`src/rtl/sad_disparity_core.sv`:
```
// sad_disparity_core: streams left/right grey frames and picks the 1xWIN_SIZE row-SAD argmin disparity per pixel.
// Optional macro SAD_COST_OUT_EN adds the disp_cost port carrying the winning window cost.
`timescale 1ns/1ps
`default_nettype none

module sad_disparity_core #(
    parameter int CAMERA_HSIZE   = 100,
    parameter int CAMERA_VSIZE   = 100,
    parameter int PIXEL_WIDTH    = 4,
    parameter int MAX_DISP       = 16,
    parameter int WIN_SIZE       = 5,
    parameter int BUF_ADDR_WIDTH = 32,
    parameter int DISP_WIDTH     = 4,
    localparam int COST_WIDTH    = PIXEL_WIDTH + $clog2(WIN_SIZE) + 1
) (
    input  logic                      clk,
    input  logic                      rst_n,
    input  logic                      frame_start,
    output logic [BUF_ADDR_WIDTH-1:0] buf_raddr,
    output logic                      buf_rready,
    input  logic                      buf_rvalid,
    input  logic [PIXEL_WIDTH-1:0]    buf_rdata_l,
    input  logic [PIXEL_WIDTH-1:0]    buf_rdata_r,
    output logic [DISP_WIDTH-1:0]     disp_out,
    output logic                      disp_valid,
    input  logic                      disp_ready,
`ifdef SAD_COST_OUT_EN
    output logic [COST_WIDTH-1:0]     disp_cost,
`endif
    output logic                      sad_done
);

    localparam int NUM_PIX = CAMERA_HSIZE * CAMERA_VSIZE;
    localparam int XW      = $clog2(CAMERA_HSIZE);
    localparam logic [BUF_ADDR_WIDTH-1:0] LAST_ADDR = BUF_ADDR_WIDTH'(NUM_PIX - 1);
    localparam logic [XW-1:0]             LAST_X    = XW'(CAMERA_HSIZE - 1);

    typedef enum logic [1:0] {
        IDLE  = 2'd0,
        READ  = 2'd1,
        FLUSH = 2'd2,
        DONE  = 2'd3
    } state_t;

    state_t state, state_nxt;

    logic [XW-1:0]          x;
    logic                   stall;
    logic                   beat;
    logic                   last_beat;

    // The live right pixel is tap 0, so only MAX_DISP-1 older pixels need storing.
    logic [PIXEL_WIDTH-1:0] r_hist [MAX_DISP-1];
    logic [PIXEL_WIDTH-1:0] ad_line [MAX_DISP][WIN_SIZE];
    logic [COST_WIDTH-1:0]  sad [MAX_DISP];
    logic                   s1_valid;
    logic                   s1_last;
    logic [XW-1:0]          s1_x;
    logic                   disp_last;

    logic [PIXEL_WIDTH-1:0] ad [MAX_DISP];
    logic [COST_WIDTH-1:0]  sad_nxt [MAX_DISP];
    logic [DISP_WIDTH-1:0]  best_d;
    logic [COST_WIDTH-1:0]  best_s;
    logic                   found;

    assign stall      = disp_valid & ~disp_ready;
    assign buf_rready = (state == READ) & ~stall;
    assign beat       = buf_rvalid & buf_rready;
    assign last_beat  = beat & (buf_raddr == LAST_ADDR);
    assign sad_done   = (state == DONE);

    always_ff @(posedge clk or negedge rst_n) begin
        if (!rst_n) begin
            state <= IDLE;
        end else begin
            state <= state_nxt;
        end
    end

    always_comb begin
        state_nxt = state;
        case (state)
            IDLE:    if (frame_start) state_nxt = READ;
            READ:    if (last_beat) state_nxt = FLUSH;
            FLUSH:   if (disp_valid && disp_ready && disp_last) state_nxt = DONE;
            DONE:    state_nxt = IDLE;
            default: state_nxt = IDLE;
        endcase
    end

    // Stage 1 combinational: absolute differences and sliding window sums; x==0 drops row history.
    always_comb begin
        logic [PIXEL_WIDTH-1:0] rtap;
        logic [PIXEL_WIDTH-1:0] old_ad;
        logic [COST_WIDTH-1:0]  base;
        for (int d = 0; d < MAX_DISP; d++) begin
            ad[d]      = '0;
            sad_nxt[d] = '0;
        end
        for (int d = 0; d < MAX_DISP; d++) begin
            if (d == 0) begin
                rtap = buf_rdata_r;
            end else begin
                rtap = (x == '0) ? '0 : r_hist[(d > 0) ? d - 1 : 0];
            end
            ad[d]      = (buf_rdata_l >= rtap) ? (buf_rdata_l - rtap) : (rtap - buf_rdata_l);
            old_ad     = (x == '0) ? '0 : ad_line[d][WIN_SIZE-1];
            base       = (x == '0) ? '0 : sad[d];
            sad_nxt[d] = base + COST_WIDTH'(ad[d]) - COST_WIDTH'(old_ad);
        end
    end

    // Stage 2 combinational: argmin over candidates whose window lies fully inside the row.
    always_comb begin
        best_d = '0;
        best_s = '0;
        found  = 1'b0;
        for (int d = 0; d < MAX_DISP; d++) begin
            if ((int'(s1_x) >= d + WIN_SIZE - 1) && (!found || (sad[d] < best_s))) begin
                found  = 1'b1;
                best_s = sad[d];
                best_d = DISP_WIDTH'(d);
            end
        end
    end

    always_ff @(posedge clk or negedge rst_n) begin
        if (!rst_n) begin
            buf_raddr  <= '0;
            x          <= '0;
            s1_valid   <= 1'b0;
            s1_last    <= 1'b0;
            s1_x       <= '0;
            disp_out   <= '0;
            disp_valid <= 1'b0;
            disp_last  <= 1'b0;
`ifdef SAD_COST_OUT_EN
            disp_cost  <= '0;
`endif
            for (int i = 0; i < MAX_DISP - 1; i++) r_hist[i] <= '0;
            for (int d = 0; d < MAX_DISP; d++) begin
                sad[d] <= '0;
                for (int k = 0; k < WIN_SIZE; k++) ad_line[d][k] <= '0;
            end
        end else begin
            if (state == IDLE && frame_start) begin
                buf_raddr <= '0;
                x         <= '0;
            end else if (beat) begin
                if (buf_raddr != LAST_ADDR) buf_raddr <= buf_raddr + 1'b1;
                x <= (x == LAST_X) ? '0 : x + 1'b1;
            end

            if (!stall) begin
                s1_valid <= beat;
                s1_last  <= last_beat;
                if (beat) begin
                    s1_x      <= x;
                    r_hist[0] <= buf_rdata_r;
                    for (int i = 1; i < MAX_DISP - 1; i++) begin
                        r_hist[i] <= (x == '0) ? '0 : r_hist[i-1];
                    end
                    for (int d = 0; d < MAX_DISP; d++) begin
                        sad[d]        <= sad_nxt[d];
                        ad_line[d][0] <= ad[d];
                        for (int k = 1; k < WIN_SIZE; k++) begin
                            ad_line[d][k] <= (x == '0) ? '0 : ad_line[d][k-1];
                        end
                    end
                end

                disp_valid <= s1_valid;
                disp_last  <= s1_last;
                if (s1_valid) begin
                    disp_out  <= best_d;
`ifdef SAD_COST_OUT_EN
                    disp_cost <= best_s;
`endif
                end
            end
        end
    end

endmodule

`default_nettype wire

```
`config.mk`:
```
export PLATFORM = sky130hd
export DESIGN_NAME = sad_disparity_core
export DESIGN_NICKNAME = d
export VERILOG_FILES = /design/src/rtl/sad_disparity_core.sv
export SDC_FILE = /design/constraint.sdc
export NUM_CORES = 2
export LEC_CHECK = 0
export ABC_AREA = 1
export CORE_MARGIN = 5
export CORE_UTILIZATION = 50
export DETAILED_ROUTE_END_ITERATION = 10
export GPL_TIMING_DRIVEN = 0
export PLACE_DENSITY = 0.74
export SLEW_MARGIN = 20
export SYNTH_ARGS = -nofsm -noshare
export SYNTH_HDL_FRONTEND = slang
export SYNTH_SLANG_ARGS = --single-unit
```
`constraint.sdc`:
```
create_clock -name clk -period 19.65 [get_ports clk]
set_input_delay 2.9475 -clock clk [delete_from_list [all_inputs] [get_ports clk]]
set_output_delay 2.9475 -clock clk [all_outputs]
set_load 0.01 [all_outputs]
```
==> flow_metrics.env <==
export IMPL_dieWidth_um=279
export IMPL_syn_to_final_growth_pct=18.3
export IMPL_h_tree_depth=3
export IMPL_drtIter0Drc=3561
export IMPL_worst_pin_slew_ns=1.23
export IMPL_fp_dieH_um=279
export IMPL_whs_path_depth=2
export IMPL_r2r_slack_ns=-0.1
export IMPL_route_detailed_drc=0
export IMPL_antenna_cells=0
export IMPL_outcome="complete, but fails checks"
export IMPL_cp_common_cell="nand2_4"
export IMPL_syn_area_per_cell_sq_um=8.10
export IMPL_port_buffers=51
export IMPL_critical_path_class="reg2reg"
export IMPL_min_period_over_period=1.00
export IMPL_async_flop_share=1.00
export IMPL_wl_per_cell_um=20.0
export IMPL_die_area_sq_um=78000
export IMPL_globalRouteOverflowTotal=0
export IMPL_cts_root_buf="clkbuf_16"
export IMPL_cts_tree="done"
export IMPL_grt_first_pass_wirelength_um=172000
export IMPL_cap_viol_max_count=0
export IMPL_cts_buffers=66
export IMPL_final_setup_worst_slack_ns=-0.0960
export IMPL_synth_ff_latch_count=564
export IMPL_synth_nets=4925
export IMPL_r2r_start="s1_x[5]"
export IMPL_io_pins=52
export IMPL_synth_edf_count=0
export IMPL_drive_gt1_frac=0.120
export IMPL_syn_inst=4479
export IMPL_slowest_stage="dfrtp_1"
export IMPL_clock_latency_ns=0.61
export IMPL_end_kind="register"
export IMPL_drv_slew=0
export IMPL_vias_per_cell=5.59
export IMPL_hold_viol=0
export IMPL_start_util=0.506
export IMPL_worst_clock_skew_ns=0.0243
export IMPL_crit_fanout=8
export IMPL_wirelength_um=115000
export IMPL_required_ns=20.19
export IMPL_yosys_warnings=0
export IMPL_worstHoldEndpoint="disp_valid"
export IMPL_grt_pass1_vias=30700
export IMPL_gp_congestion=0.965
export IMPL_min_path_type="reg2reg"
export IMPL_rows=98
export IMPL_ys_seq_area_frac=0.389
export IMPL_path_clk_slew_ns=0.06
export IMPL_slowest_delay_ns=0.40
export IMPL_violations="negative setup slack"
export IMPL_grt_util_all_layers=0.281
export IMPL_finalSetupViolations=4
export IMPL_antenna_found_initial=3
export IMPL_ant_nets=0
export IMPL_whs_ns=0.469
export IMPL_cp_arrival_ns=20.29
export IMPL_min_from="s1_valid"
export IMPL_grt_max_degree=87
export IMPL_clk_path_buf_depth=3
export IMPL_nets=5178
export IMPL_r2r_cells=153
export IMPL_cp_start_kind="register"
export IMPL_vias=32000
export IMPL_cts_sinks=564
export IMPL_synthFlopType="dfrtp_1"
export IMPL_preCtsSetupSlack_ns=-3.40
export IMPL_synth_cell_types=45
export IMPL_place_area_sq_um=38200
export IMPL_fin_crit_ns=19.75
export IMPL_maxSlewHeadroom=0.177
export IMPL_dp_hpwl_um=82100
export IMPL_netlist_area_sq_um=36300
export IMPL_first_pass_iters=6
export IMPL_rsz0062_at_grt="true"
export IMPL_r2r_end="disp_out[2]"
export IMPL_core_area_sq_um=71700
export IMPL_final_area_sq_um=42900
export IMPL_fmax_ghz=0.0506
==> worst max path at each step <==
stage               startpoint     endpoint  slack (ns)  cells after the start
floorplan              s1_x[5]  disp_out[2]        0.74                    154
global placement         rst_n   ad_line[3]       -9.89                      1
detailed placement     s1_x[3]  disp_out[2]       -3.40                    143
CTS                    s1_x[6]  disp_out[1]       -0.25                    155
global route           s1_x[5]  disp_out[1]       -1.07                    157
finish                 s1_x[5]  disp_out[2]        -0.1                    153
==> per-stage QoR <==
step                       util  cells  setup TNS, ns
after floorplan               -   4479              0
after global placement    0.529   5480       -5555.43
after detailed placement  0.533   5490         -13.52
after CTS                 0.579   5693         -0.900
after global routing      0.598   5731          -4.23
final                     0.598   5731         -0.314
==> Yosys cell counts (2+ instances only) <==
library cell  number  share of area
nand2_2           38         0.0066
fa_1              96          0.053
nor2_1           214          0.022
o21ai_0          526          0.073
nand3b_1           8         0.0017
ha_1             337           0.12
o21bai_1          23         0.0048
buf_1             15         0.0016
nand2_4           18         0.0056
nand4_1            2        0.00034
o21ai_1           10         0.0014
xnor2_1            3        0.00072
buf_6              4         0.0012
a21oi_1          159          0.022
or2_2              4        0.00069
clkbuf_8           7         0.0027
and2_1            11         0.0019
nand2_1         1008           0.10
clkinv_1           2        0.00021
a211oi_1          27         0.0056
nor3b_1            2        0.00041
xor2_1            97          0.023
nand3_1          179          0.025
nor3_1            21         0.0029
o31ai_1           24         0.0050
o21a_1            10         0.0021
mux2_2            16         0.0050
buf_4              5         0.0010
inv_2             12         0.0012
o22ai_1          146          0.025
clkbuf_1         134          0.014
nor4_1             6         0.0010
inv_1            735          0.076
nor2_4             2        0.00062
and3_2             2        0.00041
a21oi_2            4        0.00097
dfrtp_1          564           0.39
==> placed cells by master, fill, tap and decap left out, types with 43 or more instances in the layout <==
master / instances
a21oi_1: 140
buf_4: 102
clkbuf_1: 144
clkbuf_16: 71
clkdlybuf4s50_1: 49
dfrtp_1: 563
fa_1: 96
ha_1: 292
inv_1: 732
nand2_1: 944
nand2_2: 77
nand2_4: 43
nand3_1: 179
nor2_1: 205
o21ai_0: 452
o22ai_1: 146
xor2_1: 97
==> sequential cells by signal, indices dropped and copies added, names as in the netlist <==
signal      flops
x               7
buf_raddr      32
disp_valid      1
r_hist         60
sad           128
disp_out        4
s1_last         1
state           2
s1_x            7
ad_line       320
disp_last       1
s1_valid        1
==> final cells by class <==
class,instances,area (sq um)
plain buffers,164,791
clock buffers,93,1940
clock inverters,24,223
fillers,5915,28800
inverters,749,2820
multi-input cells,3004,20000
flip-flops and latches,564,14100
well taps,950,1190
repair buffers,183,1780
==> cells by family after synthesis <==
logic type,after synthesis,synth area share
xor gates and xnor gates,100,0.0242
AOI/OAI and AO/OA,935,0.141
adders and majority gates,433,0.169
muxes,16,0.00497
and+or+nand+nor,1517,0.174
buffers and inverters,914,0.0979
DFF,564,0.389
==> metal layers <==
metal	track usage	wire, um	up-vias
met5	0	13	-
met4	0.152	7450	2
met3	0.0601	10500	355
met2	0.431	50600	1402
met1	0.375	46100	15300
li1	-	-	15000
==> what timing repair did <==
| action | 4_1_cts | 5_1_grt |
|---|---|---|
| setup endpoints to repair | 4 | 4 |
| hold buffers | 0 | 0 |
| gates resized for setup | 155 | 248 |
| pin swaps | 67 | 154 |
| cloned | 9 | 0 |
| buffers inserted | 77 | 39 |
==> critical path, delay by kind of cell (launching register included) <==
kind | cells | cell delay, ns
simple gates | 77 | 6.48
buf+inv | 21 | 2.97
flops | 1 | 0.40
compound gates | 40 | 5.75
fa+ha+maj | 15 | 4.03
Power is left out: the tool's default activity adds up to more than one toggle a clock period on the data nets, which glitch-free logic cannot reach.
